`src/rtl/serial_io_ctrl_pkg.sv`:
```
// Shared definitions for the serial I/O controller: TX FSM states,
// error-flag bit positions and the count-width helper.
package serial_io_ctrl_pkg;

   localparam int DATA_W       = 8;
   localparam int ERR_RX_UNDER = 0;
   localparam int ERR_TX_OVER  = 1;

   typedef enum logic [1:0] {
      ST_IDLE = 2'd0,
      ST_SEND = 2'd1,
      ST_GAP  = 2'd2
   } tx_state_t;

   // Occupancy counters need one extra bit so that "full" (count == depth) is representable.
   function automatic int count_width(input int depth);
      return $clog2(depth) + 1;
   endfunction

endpackage

```
`src/rtl/serial_io_ctrl_byte_fifo.sv`:
```
// 8-bit synchronous FIFO with occupancy count and a head-of-queue output.
// Pushes into a full FIFO and pops from an empty one are silently ignored;
// the caller decides whether that is an error.
module serial_io_ctrl_byte_fifo
   import serial_io_ctrl_pkg::*;
#(
   parameter  int DEPTH = 8,
   localparam int CW    = count_width(DEPTH)
) (
   input  logic              clock,
   input  logic              reset,
   input  logic              push,
   input  logic [DATA_W-1:0] push_data,
   input  logic              pop,
   output logic [DATA_W-1:0] head,
   output logic              full,
   output logic              empty,
   output logic [CW-1:0]     count
);

   localparam int PW = CW - 1;

   logic [DATA_W-1:0] mem [DEPTH];
   logic [PW-1:0]     wr_ptr;
   logic [PW-1:0]     rd_ptr;
   logic [CW-1:0]     cnt;
   logic              do_push;
   logic              do_pop;

   // Status decodes registered state only, so no input reaches these outputs combinationally.
   assign full    = (cnt == CW'(DEPTH));
   assign empty   = (cnt == '0);
   assign count   = cnt;
   assign do_push = push & ~full;
   assign do_pop  = pop & ~empty;
   assign head    = empty ? '0 : mem[rd_ptr];

   // Pointers wrap naturally because DEPTH is a power of two.
   always_ff @(posedge clock or posedge reset) begin
      // NOTE: non-blocking assignments keep every register sampling pre-edge values, so block order never matters.
      if (reset) begin
         wr_ptr <= '0;
         rd_ptr <= '0;
         cnt    <= '0;
      end else begin
         if (do_push) wr_ptr <= wr_ptr + PW'(1);
         if (do_pop)  rd_ptr <= rd_ptr + PW'(1);
         case ({do_push, do_pop})
            2'b10:   cnt <= cnt + CW'(1);
            2'b01:   cnt <= cnt - CW'(1);
            default: cnt <= cnt;
         endcase
      end
   end

   // Storage write port.
   always_ff @(posedge clock) begin
      // NOTE: the data array is deliberately not reset; empty/count guard every read, so stale contents are never visible.
      if (do_push) mem[wr_ptr] <= push_data;
   end

endmodule

```
`src/rtl/serial_io_ctrl.sv`:
```
// Serial port sequencer: RX FIFO towards the CPU, TX FIFO from the CPU,
// and a paced valid/ready transmit FSM draining the TX FIFO to the link.
module serial_io_ctrl
   import serial_io_ctrl_pkg::*;
#(
   parameter  int DEPTH      = 8,
   parameter  int GAP_CYCLES = 0,
   localparam int CW         = count_width(DEPTH)
) (
   input  logic              clock,
   input  logic              reset,
   output logic [DATA_W-1:0] cpu_rdata,
   output logic              cpu_valid,
   input  logic              cpu_rden,
   output logic              cpu_ready,
   input  logic [DATA_W-1:0] cpu_wdata,
   input  logic              cpu_wren,
   input  logic [DATA_W-1:0] ext_rx_data,
   input  logic              ext_rx_valid,
   output logic              ext_rx_ready,
   output logic [DATA_W-1:0] ext_tx_data,
   output logic              ext_tx_valid,
   input  logic              ext_tx_ready,
   output logic [CW-1:0]     rx_count,
   output logic [CW-1:0]     tx_count,
   output logic [1:0]        err_flags,
   input  logic              err_clr,
   output logic              tx_busy
);

   localparam int              GW       = (GAP_CYCLES > 1) ? $clog2(GAP_CYCLES) : 1;
   localparam logic [GW-1:0]   GAP_LOAD = (GAP_CYCLES > 0) ? GW'(GAP_CYCLES - 1) : '0;

   logic              rx_full;
   logic              rx_empty;
   logic              tx_full;
   logic              tx_empty;
   logic [DATA_W-1:0] tx_head;
   logic              tx_pop;
   logic [1:0]        err_new;

   tx_state_t         state;
   tx_state_t         state_nx;
   logic [DATA_W-1:0] data_nx;
   logic              valid_nx;
   logic [GW-1:0]     gap_cnt;
   logic [GW-1:0]     gap_nx;

   serial_io_ctrl_byte_fifo #(.DEPTH(DEPTH)) u_rx_fifo (
      .clock     (clock),
      .reset     (reset),
      .push      (ext_rx_valid),
      .push_data (ext_rx_data),
      .pop       (cpu_rden),
      .head      (cpu_rdata),
      .full      (rx_full),
      .empty     (rx_empty),
      .count     (rx_count)
   );

   serial_io_ctrl_byte_fifo #(.DEPTH(DEPTH)) u_tx_fifo (
      .clock     (clock),
      .reset     (reset),
      .push      (cpu_wren),
      .push_data (cpu_wdata),
      .pop       (tx_pop),
      .head      (tx_head),
      .full      (tx_full),
      .empty     (tx_empty),
      .count     (tx_count)
   );

   assign cpu_valid    = ~rx_empty;
   assign ext_rx_ready = ~rx_full;
   assign cpu_ready    = ~tx_full;
   assign tx_busy      = (state != ST_IDLE);

   assign err_new[ERR_RX_UNDER] = cpu_rden & rx_empty;
   assign err_new[ERR_TX_OVER]  = cpu_wren & tx_full;

   // TX FSM next-state and output logic.
   always_comb begin
      // NOTE: every variable gets a default before the case, so no path leaves one unassigned and no latch is inferred.
      state_nx = state;
      data_nx  = ext_tx_data;
      valid_nx = ext_tx_valid;
      gap_nx   = gap_cnt;
      tx_pop   = 1'b0;
      unique case (state)
         ST_IDLE: begin
            if (!tx_empty) begin
               tx_pop   = 1'b1;
               data_nx  = tx_head;
               valid_nx = 1'b1;
               state_nx = ST_SEND;
            end
         end
         ST_SEND: begin
            if (ext_tx_ready) begin
               if (GAP_CYCLES > 0) begin
                  valid_nx = 1'b0;
                  gap_nx   = GAP_LOAD;
                  state_nx = ST_GAP;
               end else if (!tx_empty) begin
                  // Back-to-back: next byte replaces the accepted one, valid stays high.
                  tx_pop  = 1'b1;
                  data_nx = tx_head;
               end else begin
                  valid_nx = 1'b0;
                  state_nx = ST_IDLE;
               end
            end
         end
         ST_GAP: begin
            if (gap_cnt == '0) state_nx = ST_IDLE;
            else               gap_nx   = gap_cnt - GW'(1);
         end
         default: state_nx = ST_IDLE;
      endcase
   end

   // TX FSM state, registered link outputs and gap counter.
   always_ff @(posedge clock or posedge reset) begin
      if (reset) begin
         state        <= ST_IDLE;
         ext_tx_data  <= '0;
         ext_tx_valid <= 1'b0;
         gap_cnt      <= '0;
      end else begin
         state        <= state_nx;
         ext_tx_data  <= data_nx;
         ext_tx_valid <= valid_nx;
         gap_cnt      <= gap_nx;
      end
   end

   // Sticky error flags; a new error wins over a simultaneous clear.
   always_ff @(posedge clock or posedge reset) begin
      if (reset) err_flags <= '0;
      else       err_flags <= (err_clr ? 2'b00 : err_flags) | err_new;
   end

endmodule
```
`config.mk`:
```
export PLATFORM = sky130hd
export DESIGN_NAME = serial_io_ctrl
export DESIGN_NICKNAME = d
export VERILOG_FILES = /design/src/rtl/serial_io_ctrl_pkg.sv /design/src/rtl/serial_io_ctrl_byte_fifo.sv /design/src/rtl/serial_io_ctrl.sv
export SDC_FILE = /design/constraint.sdc
export NUM_CORES = 1
export LEC_CHECK = 0
export ABC_AREA = 1
export CAP_MARGIN = 30
export CORE_MARGIN = 3
export CORE_UTILIZATION = 57
export CTS_BUF_LIST = sky130_fd_sc_hd__clkbuf_16
export CTS_CLUSTER_SIZE = 30
export DETAILED_ROUTE_END_ITERATION = 10
export PLACE_DENSITY_LB_ADDON = 0.05
export SYNTH_ARGS = -nofsm -noshare
export SYNTH_HDL_FRONTEND = slang
export SYNTH_SLANG_ARGS = --single-unit
export TNS_END_PERCENT = 30
```
`constraint.sdc`:
```
create_clock -name clock -period 2.7 [get_ports clock]
set_input_delay 0.54 -clock clock [delete_from_list [all_inputs] [get_ports clock]]
set_output_delay 0.54 -clock clock [all_outputs]
set_load 0.02 [all_outputs]
```
==> results of run 1 <==
## worst reg2reg max path, cell delays in order (launching register included)
cell and delay, ps:
dfrtp_1 440, nor2_2 210, nand2_2 210, nand2_4 130, inv_2 50, ha_1 250, ha_1 320, or2_2 310
nand3_1 80, nand2_1 50, nand2_1 50, nand2_1 40
## state kept, by name (all words and copies together) (netlist names)
signal            flops
u_rx_fifo.count       4
err_flags             2
u_tx_fifo.mem        64
u_rx_fifo.rd_ptr      3
u_rx_fifo.mem        64
u_tx_fifo.count       4
ext_tx_data           8
u_tx_fifo.rd_ptr      3
u_rx_fifo.wr_ptr      3
u_tx_fifo.wr_ptr      3
ext_tx_valid          1
## layout make-up
type | instances | area share
Sequential cell | 159 | 0.549
Multi-Input combinational cell | 410 | 0.231
Timing Repair Buffer | 77 | 0.0856
Clock buffer | 17 | 0.0505
Inverter | 102 | 0.0458
Tap cell | 168 | 0.0250
Clock inverter | 15 | 0.0138
## power by group through the flow
stage | sequential (W) | combinational [W] | clock [W]
floorplan | 0.00359 | 0.00250 | 0
detailed placement | 0.00355 | 0.00382 | 0
global placement | 0.00354 | 0.00372 | 0
CTS | 0.00350 | 0.00380 | 0.00221
finish | 0.00351 | 0.00375 | 0.00217
global route | 0.00357 | 0.00424 | 0.00232
## worst max path at each step
stage | start | endpoint | depth (start not counted)
detailed placement | ext_tx_ready | u_tx_fifo.count[3] | 13
finish | u_rx_fifo.rd_ptr[0] | cpu_rdata[3] | 6
global placement | ext_tx_ready | u_tx_fifo.count[3] | 12
global route | u_rx_fifo.rd_ptr[0] | cpu_rdata[3] | 6
CTS | u_rx_fifo.rd_ptr[0] | cpu_rdata[4] | 6
floorplan | u_tx_fifo.count[0] | u_tx_fifo.count[3] | 12
## cell usage in the layout, fill, tap and decap left out, types with 4 or more instances in the layout
master,synthesis,routed
clkinv_2,0,6
inv_1,94,100
nand3_1,62,62
dfrtp_1,31,30
buf_4,9,23
nand2_1,194,194
o21ai_0,22,22
dlygate4sd2_1,0,4
edfxtp_1,128,128
ha_1,10,10
inv_2,5,5
xnor2_1,4,4
nor2_1,84,84
xor2_1,4,4
clkbuf_16,0,17
clkdlybuf4s50_1,0,48
nand3_2,11,11
## layer usage
layer / global-route usage / up-vias
met4: 0.0828 / 0
met1: 0.263 / 2221
li1: - / 2375
met3: 0.0509 / 24
met5: 0 / -
met2: 0.375 / 102
## kinds of logic (layout without fill, tap and decap cells)
kind of cell / after synthesis / in the layout / share of synthesized area
XOR/XNOR: 8 / 8 / 0.00986
AO/OA/AOI/OAI: 26 / 26 / 0.0185
flip-flops: 159 / 159 / 0.650
AND/OR/NAND/NOR: 364 / 364 / 0.222
buffers and inverters: 127 / 211 / 0.0763
adder cells (fa/ha/maj): 12 / 12 / 0.0233
## per-stage QoR
| step | utilization | hold WS [ps] | setup TNS, ps | std cells |
|---|---|---|---|---|
| after CTS | 0.695 | 487 | -218 | 948 |
| after detailed placement | 0.651 | 465 | 0 | 916 |
| after global placement | 0.651 | 465 | 0 | 916 |
| after floorplan | - | 483 | 0 | 696 |
| after global routing | 0.695 | 518 | -504 | 948 |
| final | 0.695 | 479 | -25.0 | 948 |
==> summary.txt, run 1 <==
Power and ir drop
  • VDD IR max: 621 uV
  • PD cells: 1120 nW/um2
  • Combinational share of power: 0.398
  • Clock network power share: 0.230
  • Pwr Total: 0.00943 W
  • P_sw: 0.00349 W
  • Leakage power total: 3.72 nW
  • P_int: 0.00593 W
  • Sw frac: 0.371
  • Flop pwr share: 0.372

Routing
  • Vias: 4722
  • Uppermost routed layer: met4
  • DR vias/cell: 4.98
  • Routed WL: 14.0 mm
  • DR DRC count: 0
  • DRT Pass-1 Iters: 5
  • Per-cell routed wire length: 14.7 um
  • Routed wl met3: 554 um
  • Routed met2 length: 7.34 mm
  • Final ANT Viol Nets: 0
  • Met1 WL: 5.79 mm
  • 1st-iter DRT viols: 371

Setup path
  • Reg-to-reg setup timing slack: 430 ps
  • Slowest CP cell: clkdlybuf4s50_1
  • Crit path largest cell delay: 610 ps
  • Crit path cell chain: inv_2 > o21ai_0 > nand2_1 > nor2_1 > nor2_1 > clkdlybuf4s50_1
  • Reg2Reg Launch Point: u_rx_fifo.count[0]
  • CP Max Fanout: 25
  • WP buf/inv: 2
  • Setup Crit Path Kind: flip-flop to primary output
  • Worst r2r dst: u_rx_fifo.count[3]
  • Crit path max-delay family: buffers and inverters
  • Crit path capture type: primary output
  • Cell mode on critical path: nor2_1
  • Required time of the critical path: 2160 ps
  • Worst r2r path cells: 11
  • CP Data Arrival Time: 2180 ps
  • Critical path launch point type: flip-flop

Cells and area
  • Fillers: 917
  • Design Area, Final: 8420 um2
  • Layout cells sized above 1: 0.101
  • Area growth from synthesis to layout: 18.5%
  • Antenna diodes: 0
  • Area of the multi-input gates: 1940 um2
  • Nets@finish: 802
  • Register area: 4620 um2

Min path
  • Hold Crit Class: flip-flop to flip-flop
  • Hold endpoint: ext_tx_data[5]
  • Min-Delay Path Depth: 2
  • Launch point of the worst hold path: ext_tx_data[5]

STA
  • Max-slew headroom: 0.600
  • Unrepaired setup endpoints after global routing: yes
  • Endpoints failing setup: 2
  • Final setup slack of the worst path: -16.9 ps
  • Final hold vios: 0
  • Slew Viols, Final: 0
  • Fin crit period: 2720 ps
  • Clock skew: 4.09 ps
  • Worst-Margin Slew: 600 ps
  • Max Freq: 368 MHz
  • Fin crit share: 1.01

Global route
  • Vias in the first global route: 4696
  • GR Util All Layers: 0.216
  • Largest net degree at the start of global routing: 34
  • Overflow left after global routing: 0
  • Global-route wire length before repair: 23.4 mm
  • Initial antenna violation count: 0

Floorplan
  • Die width: 118 um
  • Die area: 13800 um2
  • Initial Utilization: 0.586
  • Die Span Y: 118 um
  • Row count: 40
  • IO Pins: 54
  • Core region area: 12100 um2

Synth
  • Ys async rst share: 0.195
  • Mean Syn Cell Area: 10.2 um2
  • Seq/Total Area, Yosys: 0.650
  • Ys flop type: edfxtp_1
  • Synth area leader: edfxtp_1
  • Cell Area, Synth: 7100 um2
  • Synth top cells by count: 194 x nand2_1, 128 x edfxtp_1, 94 x inv_1, 84 x nor2_1, 62 x nand3_1
  • Gate Count Post-Synth: 696
  • Area contributors post-synth: edfxtp_1 54%, dfrtp_1 11%, nand2_1 10%
  • Unique masters post-synth: 29
  • Count leader, synth: nand2_1
  • EDFF count, synth: 128
  • YS warnings: 0
  • Syn nets: 731
  • #FFs+latches synth: 159
  • Synth top area share: 0.541

Placement
  • HPWL Detailed: 9.29 mm
  • I/O Buffers: 53
  • Pre-CTS WS: 226 ps
  • Placer Congestion: 0.818
  • Area of placed instances: 7880 um2

Status
  • Failing checks: negative setup slack
  • Outcome: finished with violations

Clock tree
  • Max Buffers Root-to-Sink: 2
  • Clk slew on worst S/H paths: 60 ps
  • # hold bufs at CTS: 0
  • CTS Root Cell: clkbuf_16
  • Post-CTS sizing: 4
  • Sink Count: 159
  • CTS buffer count: 17
  • CTS tree: built
  • Post-CTS Setup Bufs: 0
  • # H-tree levels: 4
  • Worst skew pair latency: 420 ps

Job
  • Max-cap violations: 0
Note: power is estimated with default switching activity, not from simulation.
==> run 2, diff against run 1 <==
MAX_ROUTING_LAYER = met4   (was unset)
==> summary.txt, run 2 (same netlist as run 1, synthesis figures left out) <==
Routing
  • 1st-iter DRT viols: 357
  • Vias: 4774
  • Per-cell routed wire length: 14.8 um
  • Final ANT Viol Nets: 0
  • DR vias/cell: 5.04
  • Routed WL: 14.0 mm
  • DR DRC count: 0
  • DRT Pass-1 Iters: 4

Setup path
  • Critical path launch point type: flip-flop
  • Crit path capture type: primary output
  • Worst r2r path cells: 11
  • Reg-to-reg setup timing slack: 440 ps
  • CP Data Arrival Time: 2170 ps
  • CP Max Fanout: 25
  • Setup Crit Path Kind: flip-flop to primary output
  • Worst r2r dst: u_rx_fifo.count[3]
  • Reg2Reg Launch Point: u_rx_fifo.count[0]
  • Required time of the critical path: 2160 ps

Job
  • Max-cap violations: 0

Floorplan
  • Die Span Y: 118 um
  • Die area: 13800 um2
  • IO Pins: 54
  • Die width: 118 um
  • Core region area: 12100 um2
  • Initial Utilization: 0.586
  • Row count: 40

Cells and area
  • Nets@finish: 802
  • Top Registers: u_rx_fifo.mem (64), u_tx_fifo.mem (64), ext_tx_data (8)
  • Layout cells sized above 1: 0.101
  • Fillers: 917
  • Commonest non-fill, non-tap cell in the layout: nand2_1
  • Antenna diodes: 0
  • Final instance count without filler cells: 948
  • Most frequent cells in the layout: 194 x nand2_1, 128 x edfxtp_1, 100 x inv_1
  • Area growth from synthesis to layout: 18.5%

Placement
  • Pre-CTS WS: 226 ps
  • Placer Congestion: 0.830
  • HPWL Detailed: 9.29 mm
  • Dpl cells: 916
  • I/O Buffers: 53

STA
  • Max Freq: 369 MHz
  • Final hold vios: 0
  • Setup TNS Final: -24.9 ps
  • Fin crit period: 2710 ps
  • Max-slew headroom: 0.597
  • Endpoints failing setup: 2
  • Slew Viols, Final: 0
  • Fin crit share: 1.01
  • Clock skew: 3.41 ps
  • Final setup slack of the worst path: -13.6 ps
  • Unrepaired setup endpoints after global routing: yes
  • Worst-Margin Slew: 603 ps
  • Final hold slack: 479 ps

Global route
  • Met2 usage: 0.375
  • Largest net degree at the start of global routing: 34
  • Met3 Use GR: 0.0471
  • Global-route wire length before repair: 23.3 mm
  • GR Util All Layers: 0.222
  • Initial antenna violation count: 0
  • Met1 Use GR: 0.264
  • Overflow left after global routing: 0
  • Vias in the first global route: 4710
  • Most used routing layer: met2

Clock tree
  • Clk slew on worst S/H paths: 60 ps
  • # hold bufs at CTS: 0
  • CTS Root Cell: clkbuf_16
  • Worst skew pair latency: 410 ps
  • Max Buffers Root-to-Sink: 2
  • # H-tree levels: 4
  • CTS tree: built
  • Sink Count: 159
  • CTS buffer count: 17

Power and ir drop
  • Pwr Total: 0.00943 W
  • VDD IR max: 620 uV
  • PD cells: 1120 nW/um2
  • Leakage power total: 3.72 nW

Min path
  • Min-Delay Path Depth: 2
  • Hold endpoint: ext_tx_data[5]
  • Launch point of the worst hold path: ext_tx_data[5]
  • Hold Crit Class: flip-flop to flip-flop

Status
  • Outcome: finished with violations
  • Failing checks: negative setup slack
-- run 2: worst max-delay path, cell delays in order (launching register included) --
cell             delay [ps]
dfrtp_2                 450
inv_2                   290
o21ai_0                 170
nand2_1                  90
nor2_1                   40
nor2_1                  110
clkdlybuf4s50_1         610
-- run 2: metal layers --
metal | up-vias | part of all wire
met3 | 27 | 0.036
met2 | 98 | 0.52
li1 | 2370 | -
met4 | 0 | 0.022
met5 | - | 0
met1 | 2279 | 0.42
-- run 2: final cells by class --
type / count / area [um2] / area share
tap: 168 / 210 / 0.0250
sequential: 159 / 4620 / 0.549
timing repair buffer: 77 / 721 / 0.0856
clock buffer: 17 / 425 / 0.0505
clock inverter: 15 / 116 / 0.0138
inverter: 102 / 385 / 0.0458
multi-input combinational: 410 / 1940 / 0.231
-- run 2: how the worst max path moves through the flow --
stage	cells past startpoint	startpoint	end	slack, ps
after global routing	6	u_rx_fifo.rd_ptr[0]	cpu_rdata[3]	-190
after floorplan	12	u_tx_fifo.count[0]	u_tx_fifo.count[3]	490
after CTS	6	u_rx_fifo.rd_ptr[0]	cpu_rdata[4]	-70
after global placement	12	ext_tx_ready	u_tx_fifo.count[3]	290
after detailed placement	13	ext_tx_ready	u_tx_fifo.count[3]	230
final	6	u_rx_fifo.rd_ptr[0]	cpu_rdata[3]	-10
-- run 2: metrics by stage --
step | cell area, um2 | util
2_1_floorplan | 7100 | -
6_report | 8420 | 0.695
4_1_cts | 8420 | 0.695
5_1_grt | 8420 | 0.695
3_3_place_gp | 7880 | 0.651
3_5_place_dp | 7880 | 0.651
-- run 2: what timing repair did --
| item | in CTS | in global routing |
|---|---|---|
| endpoints found under the setup margin | 8 | 4 |
| resized for setup | 4 | 2 |
| buffers inserted | 0 | 0 |
-- run 2: power breakdown --
| part | internal (W) | switching [W] | total, W |
|---|---|---|---|
| Combinational | 0.00143 | 0.00232 | 0.00376 |
| Sequential | 0.00318 | 0.000327 | 0.00351 |
| Clock | 0.00132 | 0.000848 | 0.00217 |
| Total | 0.00593 | 0.00350 | 0.00943 |
==> run 3, diff against run 2 <==
HOLD_SLACK_MARGIN = 0.02   (was unset)
SLEW_MARGIN = 20   (was unset)
==> results of run 3 <==
The final DEF is identical to that of run 2; final timing and power are the same.
==> RTL edit: new RTL, flow settings as in run 2 <==
Register the output `tx_count`, cleared by the reset; this adds one clock of latency there. The other outputs are not delayed to match.
--- a/src/rtl/serial_io_ctrl.sv
+++ b/src/rtl/serial_io_ctrl.sv
@@ -31,4 +31,6 @@
    localparam int              GW       = (GAP_CYCLES > 1) ? $clog2(GAP_CYCLES) : 1;
    localparam logic [GW-1:0]   GAP_LOAD = (GAP_CYCLES > 0) ? GW'(GAP_CYCLES - 1) : '0;
+
+   logic [CW-1:0] tx_count_d;
 
    logic              rx_full;
@@ -68,5 +70,5 @@
       .full      (tx_full),
       .empty     (tx_empty),
-      .count     (tx_count)
+      .count     (tx_count_d)
    );
 
@@ -141,3 +143,11 @@
    end
 
+   always_ff @(posedge clock or posedge reset) begin
+      if (reset) begin
+         tx_count <= '0;
+      end else begin
+         tx_count <= tx_count_d;
+      end
+   end
+
 endmodule
Check against the original RTL: not equivalent (Yosys sat finds a counterexample within 4 cycles, from zero or initial values and one cycle with reset high).
==> RTL edit against run 2 <==
  * Power increased by 4.8%
  * Synthesized area grew 1.4%
  * Die area is 1.3% higher
  * Via count shrank 0.67%
  * Setup slack better by 0.28 ns
  * Global-route usage grew 0.14 points
  * Sequential power up 4%
  * Register-to-register slack worse by 0.05 ns
  * Count of clock-buffer cells in the layout did not move
  * Wire length grew 1.8%
  * Cell count grew 0.53%
  * Cell area up 2.3%
  * Sequential cell count rose by 4
  * Largest cell class unchanged
==> RTL edit: results (changes against run 2) <==
Synth
Most common library cells after synthesis: 193 x sky130_fd_sc_hd__nand2_1, 128 x sky130_fd_sc_hd__edfxtp_1, 94 x sky130_fd_sc_hd__inv_1 (was 194 x sky130_fd_sc_hd__nand2_1, 128 x sky130_fd_sc_hd__edfxtp_1, 94 x sky130_fd_sc_hd__inv_1). The number of distinct library cells after synthesis is 29 (unchanged). Synth top area cells: sky130_fd_sc_hd__edfxtp_1 53%, sky130_fd_sc_hd__dfrtp_1 12%, sky130_fd_sc_hd__nand2_1 10% (was sky130_fd_sc_hd__edfxtp_1 54%, sky130_fd_sc_hd__dfrtp_1 11%, sky130_fd_sc_hd__nand2_1 10%). The net count after synthesis was 735 (was 731). The share of synthesized area occupied by flip-flops and latches is 65.5% (was 65.0%).

Clock network
The number of gates resized after cts came to 9 (was 4). The post-CTS setup-driven buffer insertion count is 0 (unchanged).

Routing
The average routed wire per standard cell is 14.9 µm (was 14.8 µm). The count of vias placed by the detailed router was 4742 (was 4774). The detailed-routing iteration count for the pre-antenna-repair pass is 5 (was 4).

The detailed router's first-iteration violation count came to 383 (was 357).

Worst setup path
The worst-case reg-to-reg path depth is 11 (unchanged). The maximum fanout along the worst path is 15 (was 25). The slowest library cell on the worst path is sky130_fd_sc_hd__dfrtp_2 (was sky130_fd_sc_hd__clkdlybuf4s50_1).

The setup slack of the most critical reg-to-reg path came to 0.39 ns (was 0.44 ns). The delay of the slowest cell on the worst path is 0.43 ns (was 0.61 ns). The worst setup path endpoint is cpu_rdata[0] (was cpu_rdata[3]). The endpoint arrival time on the critical path is 1.90 ns (was 2.17 ns).

Global routing
The total global-route track usage is 22.3% (was 22.2%). The initial antenna violation count is 0 (unchanged). The first-pass GRT wire length is 23.5 mm (was 23.3 mm). The largest net degree at the start of global routing was 36 (was 34). The number of global-route vias before repair was 4795 (was 4710).

Power
The leakage power came to 3.80 nW (was 3.72 nW). The portion of total power attributed to sequential cells is 36.9% (was 37.2%). The internal power of the cells came to 0.00630 W (was 0.00593 W). The clock network fraction of design power is 25.4% (was 23.0%). The power density over the cells was 1150 mW/mm² (was 1120 mW/mm²). The peak supply drop is 672 µV (was 620 µV).

Layout
The fraction of layout cells with a size suffix above 1 is 10.7% (was 10.1%). The number of nets in the final layout is 807 (was 802). The count of fill cells added during filler insertion came to 912 (was 917).

Placed design
The pre-CTS worst setup slack is 0.166 ns (was 0.226 ns). The placed wire-length estimate after detailed placement is 9.33 mm (was 9.29 mm). The final weighted congestion in routability-driven placement is 0.822 (was 0.830).

Timing
The worst slew margin relative to its limit is 58.0% (was 59.7%). The setup skew after layout is 0.0102 ns (was 0.00341 ns). The maximum clock frequency is 410 MHz (was 369 MHz).

Run status
Outcome: complete, no violations (was complete, but fails checks).
RTL edit: final cells by class:
cell class / instances / area, µm² / area share, %
timing repair buffer: 78 / 728 / 8.46
clock buffer: 17 / 425 / 4.94
inverter: 102 / 389 / 4.52
multi-input combinational: 410 / 1940 / 22.5
sequential: 163 / 4720 / 54.8
tap: 168 / 210 / 2.44
clock inverter: 15 / 199 / 2.31
RTL edit: layer usage:
layer / part of all wire, % / GRT usage [%] / wire (µm)
met2: 54 / 38.9 / 7670
met3: 4.7 / 4.45 / 668
met1: 40 / 25.0 / 5730
met5: 0 / - / 0
met4: 1.2 / 9.63 / 171
RTL edit: cells by family (layout without fill, tap and decap cells):
logic type | Yosys count | in the layout | share of synthesized area, %
compound gates | 26 | 26 | 1.82
fa+ha+maj | 12 | 12 | 2.29
buf+inv | 127 | 212 | 7.52
flops | 163 | 163 | 65.5
xor+xnor | 8 | 8 | 0.973
simple gates | 364 | 364 | 21.8
RTL edit: stage by stage:
stage          std cells  instance area (µm²)
2_1_floorplan        700                 7200
3_3_place_gp         921                 7990
3_5_place_dp         921                 7990
4_1_cts              953                 8610
5_1_grt              953                 8610
6_report             953                 8610
RTL edit: how the worst min path moves through the flow:
stage,slack (ns),end,cells past startpoint,startpoint
floorplan,0.40,tx_count[2],0,u_tx_fifo.count[2]
global placement,0.44,tx_count[2],0,u_tx_fifo.count[2]
detailed placement,0.45,tx_count[2],0,u_tx_fifo.count[2]
CTS,0.46,tx_count[2],0,u_tx_fifo.count[2]
global route,0.48,tx_count[2],0,u_tx_fifo.count[2]
finish,0.46,tx_count[2],0,u_tx_fifo.count[2]
RTL edit: critical path, delay by kind of cell, from the launching register on:
| kind | cells | cell delay, ns |
|---|---|---|
| simple gates | 6 | 0.48 |
| buf+inv | 2 | 0.57 |
| flops | 1 | 0.43 |
